## config.mk

```make
export PLATFORM = sky130hd
export DESIGN_NAME = muldiv_sequencer_flat
export DESIGN_NICKNAME = d
export VERILOG_FILES = /design/src/rtl/muldiv_pkg.sv /design/src/rtl/muldiv_sequencer_if.sv /design/src/rtl/muldiv_step.sv /design/src/rtl/muldiv_sequencer.sv /design/src/flat_wrapper.sv
export SDC_FILE = /design/constraint.sdc
export NUM_CORES = 1
export LEC_CHECK = 0
export BUFFER_PORTS_ARGS = -buffer_cell sky130_fd_sc_hd__buf_4
export CAP_MARGIN = 25
export CORE_UTILIZATION = 25
export DETAILED_ROUTE_END_ITERATION = 12
export PLACE_DENSITY_LB_ADDON = 0.12
export SYNTH_ARGS = -nofsm -noshare
export SYNTH_HDL_FRONTEND = slang
export SYNTH_SLANG_ARGS = --single-unit
```

## constraint.sdc

```tcl
create_clock -name clk -period 5.14 [get_ports clk]
set_input_delay 0.257 -clock clk [delete_from_list [all_inputs] [get_ports clk]]
set_output_delay 0.257 -clock clk [all_outputs]
set_load 0.02 [all_outputs]
```

## src/rtl/muldiv_pkg.sv

```systemverilog
// muldiv_pkg: shared types for the iterative multiply/divide sequencer.
//   state_e       : sequencer states (IDLE, RUN, FIX, DONE)
//   op_e          : operation encodings (OP_MULT = 0, OP_DIV = 1)
//   WIDTH_DEFAULT : default operand/result width
package muldiv_pkg;

  localparam int WIDTH_DEFAULT = 32;

  typedef enum logic [1:0] {
    IDLE = 2'd0,
    RUN  = 2'd1,
    FIX  = 2'd2,
    DONE = 2'd3
  } state_e;

  typedef enum logic {
    OP_MULT = 1'b0,
    OP_DIV  = 1'b1
  } op_e;

endpackage

```

## src/rtl/muldiv_sequencer_if.sv

```systemverilog
// muldiv_sequencer_if: request/result bundle between the CPU control unit
// and the multiply/divide sequencer.
//   start, op, a, b        : request from the control unit (master)
//   busy, done             : sequencing status from the unit (slave)
//   hi_lo_write, hi, lo    : result write strobe and HI/LO values
//   div_zero               : divide-by-zero exception pulse
// Modports: master = control unit side, slave = sequencer side.
interface muldiv_sequencer_if #(
  parameter int WIDTH = muldiv_pkg::WIDTH_DEFAULT
) ();

  logic             start;
  logic             op;
  logic [WIDTH-1:0] a;
  logic [WIDTH-1:0] b;
  logic             busy;
  logic             done;
  logic             hi_lo_write;
  logic [WIDTH-1:0] hi;
  logic [WIDTH-1:0] lo;
  logic             div_zero;

  modport master (
    output start, op, a, b,
    input  busy, done, hi_lo_write, hi, lo, div_zero
  );

  modport slave (
    input  start, op, a, b,
    output busy, done, hi_lo_write, hi, lo, div_zero
  );

endinterface

```

## src/rtl/muldiv_step.sv

```systemverilog
// muldiv_step: combinational single-iteration datapath for the sequencer.
//   op       : OP_MULT = shift-add step, OP_DIV = restoring-division step
//   acc      : current accumulator, 2*WIDTH+1 bits
//              mult: {partial product (WIDTH+1), remaining multiplier (WIDTH)}
//              div : {partial remainder (WIDTH+1), dividend/quotient (WIDTH)}
//   mag      : operand magnitude (multiplicand or divisor), WIDTH+1 bits
//   acc_next : accumulator after one iteration
module muldiv_step
  import muldiv_pkg::*;
#(
  parameter int WIDTH = WIDTH_DEFAULT
) (
  input  logic             op,
  input  logic [2*WIDTH:0] acc,
  input  logic [WIDTH:0]   mag,
  output logic [2*WIDTH:0] acc_next
);

  logic [WIDTH:0]   sum;
  logic [WIDTH:0]   diff;
  logic [2*WIDTH:0] shl;

  always_comb begin
    sum      = '0;
    diff     = '0;
    shl      = '0;
    acc_next = acc;
    if (op == OP_MULT) begin
      // Add multiplicand when the current multiplier LSB is set, then shift
      // the whole accumulator right; the sum LSB drops into the product half.
      sum      = acc[2*WIDTH:WIDTH] + (acc[0] ? mag : '0);
      acc_next = {1'b0, sum, acc[WIDTH-1:1]};
    end else begin
      // Shift next dividend bit into the remainder, subtract if it fits.
      shl  = {acc[2*WIDTH-1:0], 1'b0};
      diff = shl[2*WIDTH:WIDTH] - mag;
      if (shl[2*WIDTH:WIDTH] >= mag) begin
        acc_next = {diff, shl[WIDTH-1:1], 1'b1};
      end else begin
        acc_next = shl;
      end
    end
  end

endmodule

```

## src/rtl/muldiv_sequencer.sv

```systemverilog
// muldiv_sequencer: iterative signed multiply/divide unit for the HI/LO path.
// Ports:
//   clk   : rising-edge clock
//   reset : synchronous active-high reset
//   bus   : muldiv_sequencer_if.slave (start/op/a/b in; busy/done/
//           hi_lo_write/hi/lo/div_zero out)
// Operation: start in IDLE latches signs and magnitudes, RUN performs WIDTH
// iterations through muldiv_step, FIX applies signs and registers HI/LO,
// DONE pulses done (and hi_lo_write or div_zero).
// Optional macro MULDIV_FAST_MULT_EN: multiply completes with a single-cycle
// multiplier, going IDLE -> DONE; divide timing is unchanged.
module muldiv_sequencer
  import muldiv_pkg::*;
#(
  parameter int WIDTH = WIDTH_DEFAULT
) (
  input  logic              clk,
  input  logic              reset,
  muldiv_sequencer_if.slave bus
);

  localparam int CNT_W = (WIDTH > 1) ? $clog2(WIDTH) : 1;

  state_e             state, state_next;
  logic [CNT_W-1:0]   cnt;
  logic               op_q;
  logic               sign_a, sign_b;
  logic               dz_q;
  logic [WIDTH:0]     mag;
  logic [2*WIDTH:0]   acc, acc_next;
  logic [WIDTH-1:0]   hi_q, lo_q;
  logic [WIDTH:0]     mag_a_in, mag_b_in;
  logic               b_zero, accept, last_iter;
  logic [2*WIDTH-1:0] prod_signed;
  logic [WIDTH-1:0]   quot_signed, rem_signed;
`ifdef MULDIV_FAST_MULT_EN
  logic [2*WIDTH-1:0] fast_a, fast_b, fast_prod;
`endif

  // Magnitude in WIDTH+1 bits so that |-2^(WIDTH-1)| is representable.
  function automatic logic [WIDTH:0] magnitude(input logic [WIDTH-1:0] v);
    logic [WIDTH:0] ext;
    ext = {v[WIDTH-1], v};
    return ext[WIDTH] ? (~ext + (WIDTH+1)'(1)) : ext;
  endfunction

  function automatic logic [WIDTH-1:0] apply_sign(input logic [WIDTH-1:0] v,
                                                  input logic neg);
    return neg ? (~v + WIDTH'(1)) : v;
  endfunction

  function automatic logic [2*WIDTH-1:0] apply_sign_wide(
      input logic [2*WIDTH-1:0] v, input logic neg);
    return neg ? (~v + (2*WIDTH)'(1)) : v;
  endfunction

  assign mag_a_in  = magnitude(bus.a);
  assign mag_b_in  = magnitude(bus.b);
  assign b_zero    = (bus.b == '0);
  assign accept    = (state == IDLE) && bus.start;
  assign last_iter = (cnt == CNT_W'(WIDTH - 1));

  // Sign fix-up of the finished unsigned result; remainder follows dividend.
  assign prod_signed = apply_sign_wide(acc[2*WIDTH-1:0], sign_a ^ sign_b);
  assign quot_signed = apply_sign(acc[WIDTH-1:0], sign_a ^ sign_b);
  assign rem_signed  = apply_sign(acc[2*WIDTH-1:WIDTH], sign_a);

`ifdef MULDIV_FAST_MULT_EN
  // Sign-extended operands: the low 2*WIDTH bits of their product are the
  // exact signed product.
  assign fast_a    = {{WIDTH{bus.a[WIDTH-1]}}, bus.a};
  assign fast_b    = {{WIDTH{bus.b[WIDTH-1]}}, bus.b};
  assign fast_prod = fast_a * fast_b;
`endif

  muldiv_step #(.WIDTH(WIDTH)) u_step (
    .op       (op_q),
    .acc      (acc),
    .mag      (mag),
    .acc_next (acc_next)
  );

  always_ff @(posedge clk) begin
    if (reset) begin
      state <= IDLE;
    end else begin
      state <= state_next;
    end
  end

  always_comb begin
    state_next      = state;
    bus.busy        = (state != IDLE);
    bus.done        = (state == DONE);
    bus.hi_lo_write = (state == DONE) && !dz_q;
    bus.div_zero    = (state == DONE) && dz_q;
    case (state)
      IDLE: begin
        if (bus.start) begin
          if ((bus.op == OP_DIV) && b_zero) begin
            state_next = DONE;
`ifdef MULDIV_FAST_MULT_EN
          end else if (bus.op == OP_MULT) begin
            state_next = DONE;
`endif
          end else begin
            state_next = RUN;
          end
        end
      end
      RUN:     if (last_iter) state_next = FIX;
      FIX:     state_next = DONE;
      DONE:    state_next = IDLE;
      default: state_next = IDLE;
    endcase
  end

  // Control and architectural result registers.
  always_ff @(posedge clk) begin
    if (reset) begin
      cnt  <= '0;
      dz_q <= 1'b0;
      hi_q <= '0;
      lo_q <= '0;
    end else begin
      if (accept) begin
        cnt  <= '0;
        dz_q <= (bus.op == OP_DIV) && b_zero;
`ifdef MULDIV_FAST_MULT_EN
        if (bus.op == OP_MULT) begin
          hi_q <= fast_prod[2*WIDTH-1:WIDTH];
          lo_q <= fast_prod[WIDTH-1:0];
        end
`endif
      end else if (state == RUN) begin
        cnt <= cnt + CNT_W'(1);
      end else if (state == FIX) begin
        if (op_q == OP_MULT) begin
          hi_q <= prod_signed[2*WIDTH-1:WIDTH];
          lo_q <= prod_signed[WIDTH-1:0];
        end else begin
          hi_q <= rem_signed;
          lo_q <= quot_signed;
        end
      end
    end
  end

  // Iteration datapath; only meaningful while RUN/FIX, so left unreset.
  always_ff @(posedge clk) begin
    if (accept) begin
      op_q   <= bus.op;
      sign_a <= bus.a[WIDTH-1];
      sign_b <= bus.b[WIDTH-1];
      if (bus.op == OP_MULT) begin
        mag <= mag_a_in;
        acc <= {{(WIDTH+1){1'b0}}, mag_b_in[WIDTH-1:0]};
      end else begin
        mag <= mag_b_in;
        acc <= {{(WIDTH+1){1'b0}}, mag_a_in[WIDTH-1:0]};
      end
    end else if (state == RUN) begin
      acc <= acc_next;
    end
  end

  assign bus.hi = hi_q;
  assign bus.lo = lo_q;

endmodule

```

## src/flat_wrapper.sv

```systemverilog
// flat-port wrapper written by rule: the top's interface ports become plain ports
module muldiv_sequencer_flat import muldiv_pkg::*;
#(
  parameter int WIDTH = WIDTH_DEFAULT
)
  (clk, reset, bus_start, bus_op, bus_a, bus_b, bus_busy, bus_done, bus_hi_lo_write, bus_hi, bus_lo, bus_div_zero);
  muldiv_sequencer_if #(.WIDTH(WIDTH)) bus_i ();
  input  logic clk;
  input  logic reset;
  input wire logic [$bits(bus_i.start)-1:0] bus_start;
  input wire logic [$bits(bus_i.op)-1:0] bus_op;
  input wire logic [$bits(bus_i.a)-1:0] bus_a;
  input wire logic [$bits(bus_i.b)-1:0] bus_b;
  output wire logic [$bits(bus_i.busy)-1:0] bus_busy;
  output wire logic [$bits(bus_i.done)-1:0] bus_done;
  output wire logic [$bits(bus_i.hi_lo_write)-1:0] bus_hi_lo_write;
  output wire logic [$bits(bus_i.hi)-1:0] bus_hi;
  output wire logic [$bits(bus_i.lo)-1:0] bus_lo;
  output wire logic [$bits(bus_i.div_zero)-1:0] bus_div_zero;
  assign bus_i.start = bus_start;
  assign bus_i.op = bus_op;
  assign bus_i.a = bus_a;
  assign bus_i.b = bus_b;
  assign bus_busy = bus_i.busy;
  assign bus_done = bus_i.done;
  assign bus_hi_lo_write = bus_i.hi_lo_write;
  assign bus_hi = bus_i.hi;
  assign bus_lo = bus_i.lo;
  assign bus_div_zero = bus_i.div_zero;
  muldiv_sequencer #(.WIDTH(WIDTH)) u_core (.clk(clk), .reset(reset), .bus(bus_i));
endmodule
```

==> impl_metrics.ini, run 1 <==
[sta]
rsz0062_at_grt = no
hold_viol = 0
setup_tns_ps = 0
tightest_slew_ps = 890.3
setup_viol = 0
slew_violations = 0
fin_crit_ps = 4178
max_freq_mhz = 239.4
skew_ps = 26.43
slew_headroom = 0.4022
fin_crit_sh = 0.8128

[synthesis]
ys_types = 76
ys_dominant_reg_cell = edfxtp_1
synth_area_mm2 = 0.01419
syn-num-nets = 1818
synth_warnings = 0
synth_edf_count = 101
synth-seq-cells = 173
syn_inst = 1672
ys_async_sr_fraction = 0
syn_avg_cell_area_um2 = 8.485
yosysSeqAreaShare = 0.3154

[power_and_ir_drop]
power.density_mw_per_mm2 = 697.8
p_seq_frac = 0.265
ir_drop_uv = 295.5
p_sw_mw = 5.911
p_clk_frac = 0.117
p_comb_frac = 0.619
cellInternalPower_mw = 5.674
switching_share = 0.5102
power.static_leakage_nw = 6.666

[clock_tree]
htreeDepth = 4
clkLatencyLatePin_ps = 480
postCtsSetupBuffers = 0
cts_tree = built
cts_hold_buf = 0
cts_resized = 0
cts.path.max_buffers = 2
numCtsBuffers = 17
clk_pin_slew_ps = 80
clock_sinks = 173
root_buffer = clkbuf_16

[global_route]
grt_pass1_wl_um = 78480
grt_use_total = 0.1844
grt_max_degree = 76
overflow = 0
grt_pass1_vias = 12460
antenna_found_initial = 0

[placed_design]
portBuffers = 135
dp_hpwl_um = 41720
gp_congestion = 0.8788
dp_cells = 2481

[routing]
vias_per_cell = 5.084
finalWirelength_um = 52970
postRouteAntennaNets = 0
initialDrtViolationCount = 886
num_vias = 12780
drtPass1Iterations = 5
drc = 0
wl_per_cell_um = 21.07

[critical_path]
worstSetupEndpointType = flip-flop
path_max_fanout = 26
start_kind = flip-flop
regToRegStartpoint = u_core.acc[0]
r2r_slack_ps = 960
arrival_ps = 4370
required_ps = 5330
worstSetupPathType = reg -> reg
rr_worst_depth = 14
r2r-end = u_core.acc[61]

[floorplan]
fp.dieH_um = 240.2
die_w_um = 240.2
fp-row-count = 86
dieArea_mm2 = 0.05771
io_pins = 136
core_mm2 = 0.05563
start_util = 0.2550

[finish]
final_cell_mix = nor2_1, buf_4, a21oi_1
drive_above_1_share = 0.1234
final_common_cell = nor2_1
n_antenna_cell = 0
area_growth_syn_to_layout_pct = 17.01
fin_cells = 2514
finish.net_count = 1899

[status]
status = complete, no violations

[worst_hold_path]
min_path_type = in -> reg
worstHoldStart = bus_start
whs_path_depth = 4
min_to = u_core.dz_q

[run]
cap_viol_max_count = 0
sequential cells by signal, indices dropped and copies added (netlist names):
name,flops
u_core.sign_a,1
u_core.state,2
u_core.cnt,5
u_core.dz_q,1
u_core.op_q,1
u_core.bus.hi,32
u_core.acc,65
u_core.sign_b,1
u_core.mag,33
u_core.bus.lo,32
worst max-delay path by stage:
stage	from	to	slack, ps	depth (start not counted)
6_report	u_core.acc[0]	u_core.acc[61]	960	14
5_1_grt	u_core.acc[0]	u_core.acc[61]	640	14
4_1_cts	u_core.acc[0]	u_core.acc[62]	1000	15
3_5_place_dp	u_core.acc[0]	u_core.acc[62]	1020	15
3_3_place_gp	u_core.acc[0]	u_core.acc[62]	1110	15
2_1_floorplan	u_core.acc[0]	u_core.acc[62]	1620	14
critical path: stages, from the launching register on:
cell and delay, ps:
edfxtp_1 500, inv_1 250, buf_4 320, nor2_1 90, ha_1 400, o21a_1 150
o211ai_1 90, or3_1 380, o211ai_1 370, o2111ai_1 230, a21boi_0 370, o21ai_0 220
o21ai_0 250, xnor2_1 170, o32ai_1 100
logic make-up (layout without fill, tap and decap cells):
logic type | count (synthesis) | after routing | synth area share
AO/OA/AOI/OAI | 476 | 476 | 0.2149
buffers and inverters | 154 | 248 | 0.04092
XOR/XNOR | 178 | 178 | 0.1099
adder cells (fa/ha/maj) | 78 | 78 | 0.06985
other | 1 | 1 | 0.0002643
AND/OR/NAND/NOR | 495 | 495 | 0.1660
multiplexers | 117 | 117 | 0.08281
flip-flops | 173 | 173 | 0.3154
per-stage QoR:
stage               total power [mW]  setup slack [ps]  hold slack, ps  cell area [µm²]  utilization
finish                         11.58             962.4           134.4            16600       0.2984
global route                   12.54             643.3           108.6            16600       0.2984
CTS                            11.73             997.1           115.4            16570       0.2979
detailed placement             10.33              1023           464.5            15980       0.2872
global placement               10.38              1114           469.2            15960       0.2868
floorplan                      7.787              1618           355.9            14190            -
area by class of cell:
| class | instances | area (µm²) |
|---|---|---|
| sequential | 173 | 4474 |
| multi-input combinational | 1345 | 9163 |
| inverter | 63 | 236.5 |
| tap | 748 | 935.9 |
| timing repair buffer | 153 | 1194 |
| fill | 6032 | 39030 |
| clock inverter | 15 | 172.7 |
| clock buffer | 17 | 425.4 |
layer usage:
layer	global-route usage	routed length, µm	up-vias
li1	-	-	6304
met1	0.2335	23540	6131
met2	0.3212	26220	295
met3	0.02905	1997	50
met4	0.05153	1209	0
met5	0	0	-
power by group through the flow:
stage	sequential (mW)	combinational, mW	clock (mW)
2_1_floorplan	2.95	4.84	0
3_3_place_gp	3.12	7.26	0
3_5_place_dp	3.12	7.21	0
4_1_cts	3.09	7.25	1.39
5_1_grt	3.16	7.95	1.44
6_report	3.07	7.17	1.35
cells in the mapped netlist (22+ instances only):
master / count / area share
clkbuf_1: 75 / 0.020
nor2_1: 195 / 0.052
or3_1: 23 / 0.010
mux2i_1: 114 / 0.080
dfxtp_1: 72 / 0.10
a21o_1: 32 / 0.017
ha_1: 76 / 0.067
edfxtp_1: 101 / 0.21
nand2_1: 116 / 0.031
a211oi_1: 64 / 0.034
inv_1: 62 / 0.016
xor2_1: 119 / 0.073
o31ai_1: 34 / 0.018
o21ai_0: 105 / 0.037
or4_1: 22 / 0.012
nor3_1: 34 / 0.012
xnor2_1: 59 / 0.036
a21oi_1: 134 / 0.047
Note: power is estimated with default switching activity, not from simulation.
==> run 2, diff against run 1 <==
==> constraint.sdc (replaced) <==
create_clock -name clk -period 3.9 [get_ports clk]
set_input_delay 0.195 -clock clk [delete_from_list [all_inputs] [get_ports clk]]
set_output_delay 0.195 -clock clk [all_outputs]
set_load 0.02 [all_outputs]
==> impl_metrics.ini, run 2 (synthesis gave the netlist of run 1 again) <==
[power_and_ir_drop]
switching_share = 0.4936
ir_drop_uv = 483.6
power.static_leakage_nw = 7.073
p_sw_mw = 7.865
p_clk_frac = 0.112
p_seq_frac = 0.236
power.density_mw_per_mm2 = 923.8
cellInternalPower_mw = 8.070
p_comb_frac = 0.652
p_total_mw = 15.94

[finish]
fin_util = 0.3101
reg_top3 = u_core.acc x65, u_core.mag x33
finish.net_count = 1976
regArea_mm2 = 0.004474
drive_above_1_share = 0.1628
fin_area_mm2 = 0.01725
largest_reg_flops = 65
multi_input_area_mm2 = 0.009196
area_growth_syn_to_layout_pct = 21.59
final_common_cell = buf_4
final_cell_mix = buf_4, nor2_1, a21oi_1
n_fill_cell = 5958
fin_cells = 2592
regMostFlops = u_core.acc

[clock_tree]
numCtsBuffers = 17
cts_tree = built
htreeDepth = 4
clock_sinks = 173
cts.path.max_buffers = 2
root_buffer = clkbuf_16
clk_pin_slew_ps = 80
clkLatencyLatePin_ps = 490

[critical_path]
arrival_ps = 4080
critical_path_buf_inv_count = 1
path_max_fanout = 3
crit_family = simple AND/OR/NAND/NOR gates
worstSetupEndpointType = flip-flop
crit_chain = buf_4 > or4_1 > or4_1 > or3_4 > nor3_1 > a31oi_1 > o21ai_1 > o21ai_0 > xor2_1 > mux2i_1 > nor2_1
worstSetupPathType = reg -> reg
r2r_slack_ps = 160
start_kind = flip-flop
max_stage_delay_ps = 560
required_ps = 4230
cp_slowest_cell = or4_1
cpMostUsedCell = or4_1

[routing]
initialDrtViolationCount = 802
vias_per_cell = 5.051
num_vias = 13090
wl_met2_um = 24560
finalWirelength_um = 52720
wl_met3_um = 1796
drtPass1Iterations = 5
top_layer_used = met4
wl_per_cell_um = 20.34
drc = 0
postRouteAntennaNets = 0
wl_met1_um = 25030

[placed_design]
place_area_mm2 = 0.01661
dp_cells = 2557
gp_congestion = 0.8753
pre_cts_ws_ps = 78.77
portBuffers = 135
dp_hpwl_um = 41620

[sta]
hold_viol = 0
setup_tns_ps = 0
fin_crit_ps = 3741
slew_headroom = 0.3691
rsz0062_at_grt = no
skew_ps = 18.11
max_freq_mhz = 267.3
setup_viol = 0
hold_ws_ps = 54.03
fin_crit_sh = 0.9592
setup_slack_ps = 159.0
slew_violations = 0
tightest_slew_ps = 945.0

[global_route]
grt_max_degree = 76
grt_use_total = 0.1841
overflow = 0
antenna_found_initial = 1
grt_pass1_vias = 12670
grt_pass1_wl_um = 78690

[floorplan]
core_mm2 = 0.05563
io_pins = 136
die_w_um = 240.2
fp-row-count = 86
start_util = 0.2550
dieArea_mm2 = 0.05771
fp.dieH_um = 240.2

[worst_hold_path]
min_path_type = in -> reg

[status]
status = complete, no violations

[run]
cap_viol_max_count = 0
## run 2: cell count changes in the layout (fill, tap and decap cells not counted), moves of 2 or more
| cell | before | now |
|---|---|---|
| buf_4 | 150 | 223 |
| o21ai_0 | 105 | 103 |
| buf_12 | 2 | 7 |
| o21ai_1 | 9 | 11 |
## run 2: layout make-up
class,instances,share of cell area
antenna,1,0.0001451
tap,748,0.05425
inverter,63,0.01371
timing repair buffer,230,0.1052
sequential,173,0.2594
multi-input combinational,1345,0.5331
clock inverter,15,0.009574
clock buffer,17,0.02466
## run 2: power groups by stage
stage	registers (mW)	clock network, mW	logic, mW
6_report	3.77	1.78	10.4
2_1_floorplan	3.88	0	6.38
5_1_grt	3.85	1.90	11.4
3_5_place_dp	3.81	0	10.3
3_3_place_gp	3.81	0	10.4
4_1_cts	3.78	1.85	10.4
## run 2: timing repair
action                     CTS  global route
setup endpoints to repair    0            12
hold buffers                 0             0
setup buffers                0             2
resized for setup            0             8
## run 2: worst min-delay path, stage by stage
cell and delay (ps):
buf_4 90, nand2_2 80, nand2_1 70, a21oi_1 50
## run 2: layer usage
layer / GRT usage / vias to the layer above
li1: - / 6459
met4: 0.06196 / 0
met1: 0.2505 / 6304
met5: 0 / -
met2: 0.2971 / 281
met3: 0.02572 / 48
## run 2: worst paths after layout
path                                  startpoint           endpoint  depth (start not counted)
worst min register to register  u_core.bus.hi[1]   u_core.bus.hi[1]                          2
worst max-delay path               u_core.acc[0]  u_core.bus.hi[25]                         11
worst min-delay path                   bus_start        u_core.dz_q                          4
worst max register to register     u_core.acc[0]  u_core.bus.hi[25]                         11
==> run 3, diff against run 2 <==
--- a/config.mk
+++ b/config.mk
@@ -10,6 +10,7 @@
 export CORE_UTILIZATION = 25
 export DETAILED_ROUTE_END_ITERATION = 12
 export PLACE_DENSITY_LB_ADDON = 0.12
+export SETUP_SLACK_MARGIN = 0.5
 export SYNTH_ARGS = -nofsm -noshare
 export SYNTH_HDL_FRONTEND = slang
 export SYNTH_SLANG_ARGS = --single-unit
==> impl_metrics.ini, run 3 (synthesis gave the netlist of run 1 again) <==
[status]
status = complete, no violations

[floorplan]
start_util = 0.2550
die_w_um = 240.2
fp-row-count = 86
core_mm2 = 0.05563
fp.dieH_um = 240.2
dieArea_mm2 = 0.05771
io_pins = 136

[clock_tree]
numCtsBuffers = 17
cts.path.max_buffers = 2
clk_pin_slew_ps = 80
clock_sinks = 173
cts_hold_buf = 0
root_buffer = clkbuf_16
htreeDepth = 4
clkLatencyLatePin_ps = 470
cts_tree = built

[power_and_ir_drop]
power.density_mw_per_mm2 = 942.0
power.static_leakage_nw = 7.394
ir_drop_uv = 403.0

[sta]
hold_ws_ps = 75.01
slew_violations = 0
hold_viol = 0
tightest_slew_ps = 986.4
fin_crit_sh = 0.8874
slew_headroom = 0.3424
skew_ps = 15.52
setup_viol = 0
setup_tns_ps = 0
fin_crit_ps = 3461
rsz0062_at_grt = yes
max_freq_mhz = 289.0

[critical_path]
arrival_ps = 3760
start_kind = flip-flop
worstSetupPathType = reg -> reg
required_ps = 4200
path_max_fanout = 4
worstSetupEndpointType = flip-flop

[global_route]
grt_max_degree = 94
grt_pass1_vias = 13060
grt_pass1_wl_um = 80320
grt_use_total = 0.1850
antenna_found_initial = 0
overflow = 0

[routing]
wl_met3_um = 1869
wl_per_cell_um = 20.41
postRouteAntennaNets = 0
wl_met2_um = 26370
top_layer_used = met4
finalWirelength_um = 53820
vias_per_cell = 5.083
drtPass1Iterations = 5
wl_met1_um = 24910
num_vias = 13400
drc = 0
initialDrtViolationCount = 849

[worst_hold_path]
min_path_type = in -> reg

[placed_design]
portBuffers = 135
gp_congestion = 0.8648
dp_cells = 2550
dp_hpwl_um = 41680
place_area_mm2 = 0.01654

[finish]
largest_reg_flops = 65
regMostFlops = u_core.acc
area_growth_syn_to_layout_pct = 28.02
final_common_cell = buf_4
final_cell_mix = buf_4, nor2_1, a21oi_1, xor2_1, mux2i_1
fin_cells = 2637
n_antenna_cell = 0
reg_top3 = u_core.acc x65, u_core.mag x33
fin_area_mm2 = 0.01816
drive_above_1_share = 0.2324
finish.net_count = 2022

[run]
cap_viol_max_count = 0
## run 3: cell count changes in the layout (fill, tap and decap cells not counted), sizes merged
cell	change
inv	+1
clkinv	-4
buf	+44
clkinvlp	+1
clkbuf	+4
diode	-1
## run 3: cell type report
| type | instances | area (µm²) |
|---|---|---|
| Fill cell | 5933 | 37470 |
| Tap cell | 748 | 935.9 |
| Clock inverter | 13 | 136.4 |
| Clock buffer | 19 | 464.2 |
| Timing Repair Buffer | 276 | 2190 |
| Sequential cell | 173 | 4474 |
| Multi-Input combinational cell | 1345 | 9726 |
| Inverter | 63 | 236.5 |
## run 3: stage by stage
| stage | power (mW) | util | setup WS [ps] |
|---|---|---|---|
| final | 17.11 | 0.3265 | 439.3 |
| after global routing | 18.39 | 0.3265 | 317.7 |
| after CTS | 16.37 | 0.3142 | 426.2 |
| after detailed placement | 14.13 | 0.2974 | 105.9 |
| after global placement | 14.17 | 0.2974 | 92.56 |
| after floorplan | 10.29 | - | 501.0 |
## run 3: metal layers
layer  vias to the layer above  global-route usage
li1                       6543                   -
met1                      6531              0.2473
met2                       291              0.3182
met3                        39             0.02549
met4                         0             0.03185
met5                         -                   0
## run 3: timing repair
item / CTS / global route
resized for setup: 45 / 86
gates cloned: 0 / 2
pin swaps: 22 / 41
setup endpoints to repair: 52 / 59
setup buffers: 24 / 29
## run 3: worst max-delay path, cell delays in order, from the launching register on
cell and delay [ps]:
edfxtp_1 440, inv_2 150, buf_12 110, ha_4 140, or3b_4 390, or4_4 450, or4_4 430, or3_4 370
nor2_4 160, a21oi_4 90, o41ai_2 250, xor2_1 210, a211oi_1 90
## run 3: report_power, final
group          switching (mW)  leakage [nW]  total (mW)  internal (mW)
logic                    6.65          5.53        11.5           4.90
registers               0.767          1.57        3.75           2.98
clock network           0.904         0.291        1.81          0.910
total                    8.32          7.39        17.1           8.79
## run 3: worst paths after layout
path | cells after the start | start | end | slack, ps
worst max-delay path | 12 | u_core.acc[0] | u_core.bus.hi[8] | 440
worst min-delay path | 4 | bus_start | u_core.dz_q | 80
worst max register to register | 12 | u_core.acc[0] | u_core.bus.hi[8] | 440
worst min register to register | 2 | u_core.dz_q | u_core.dz_q | 470
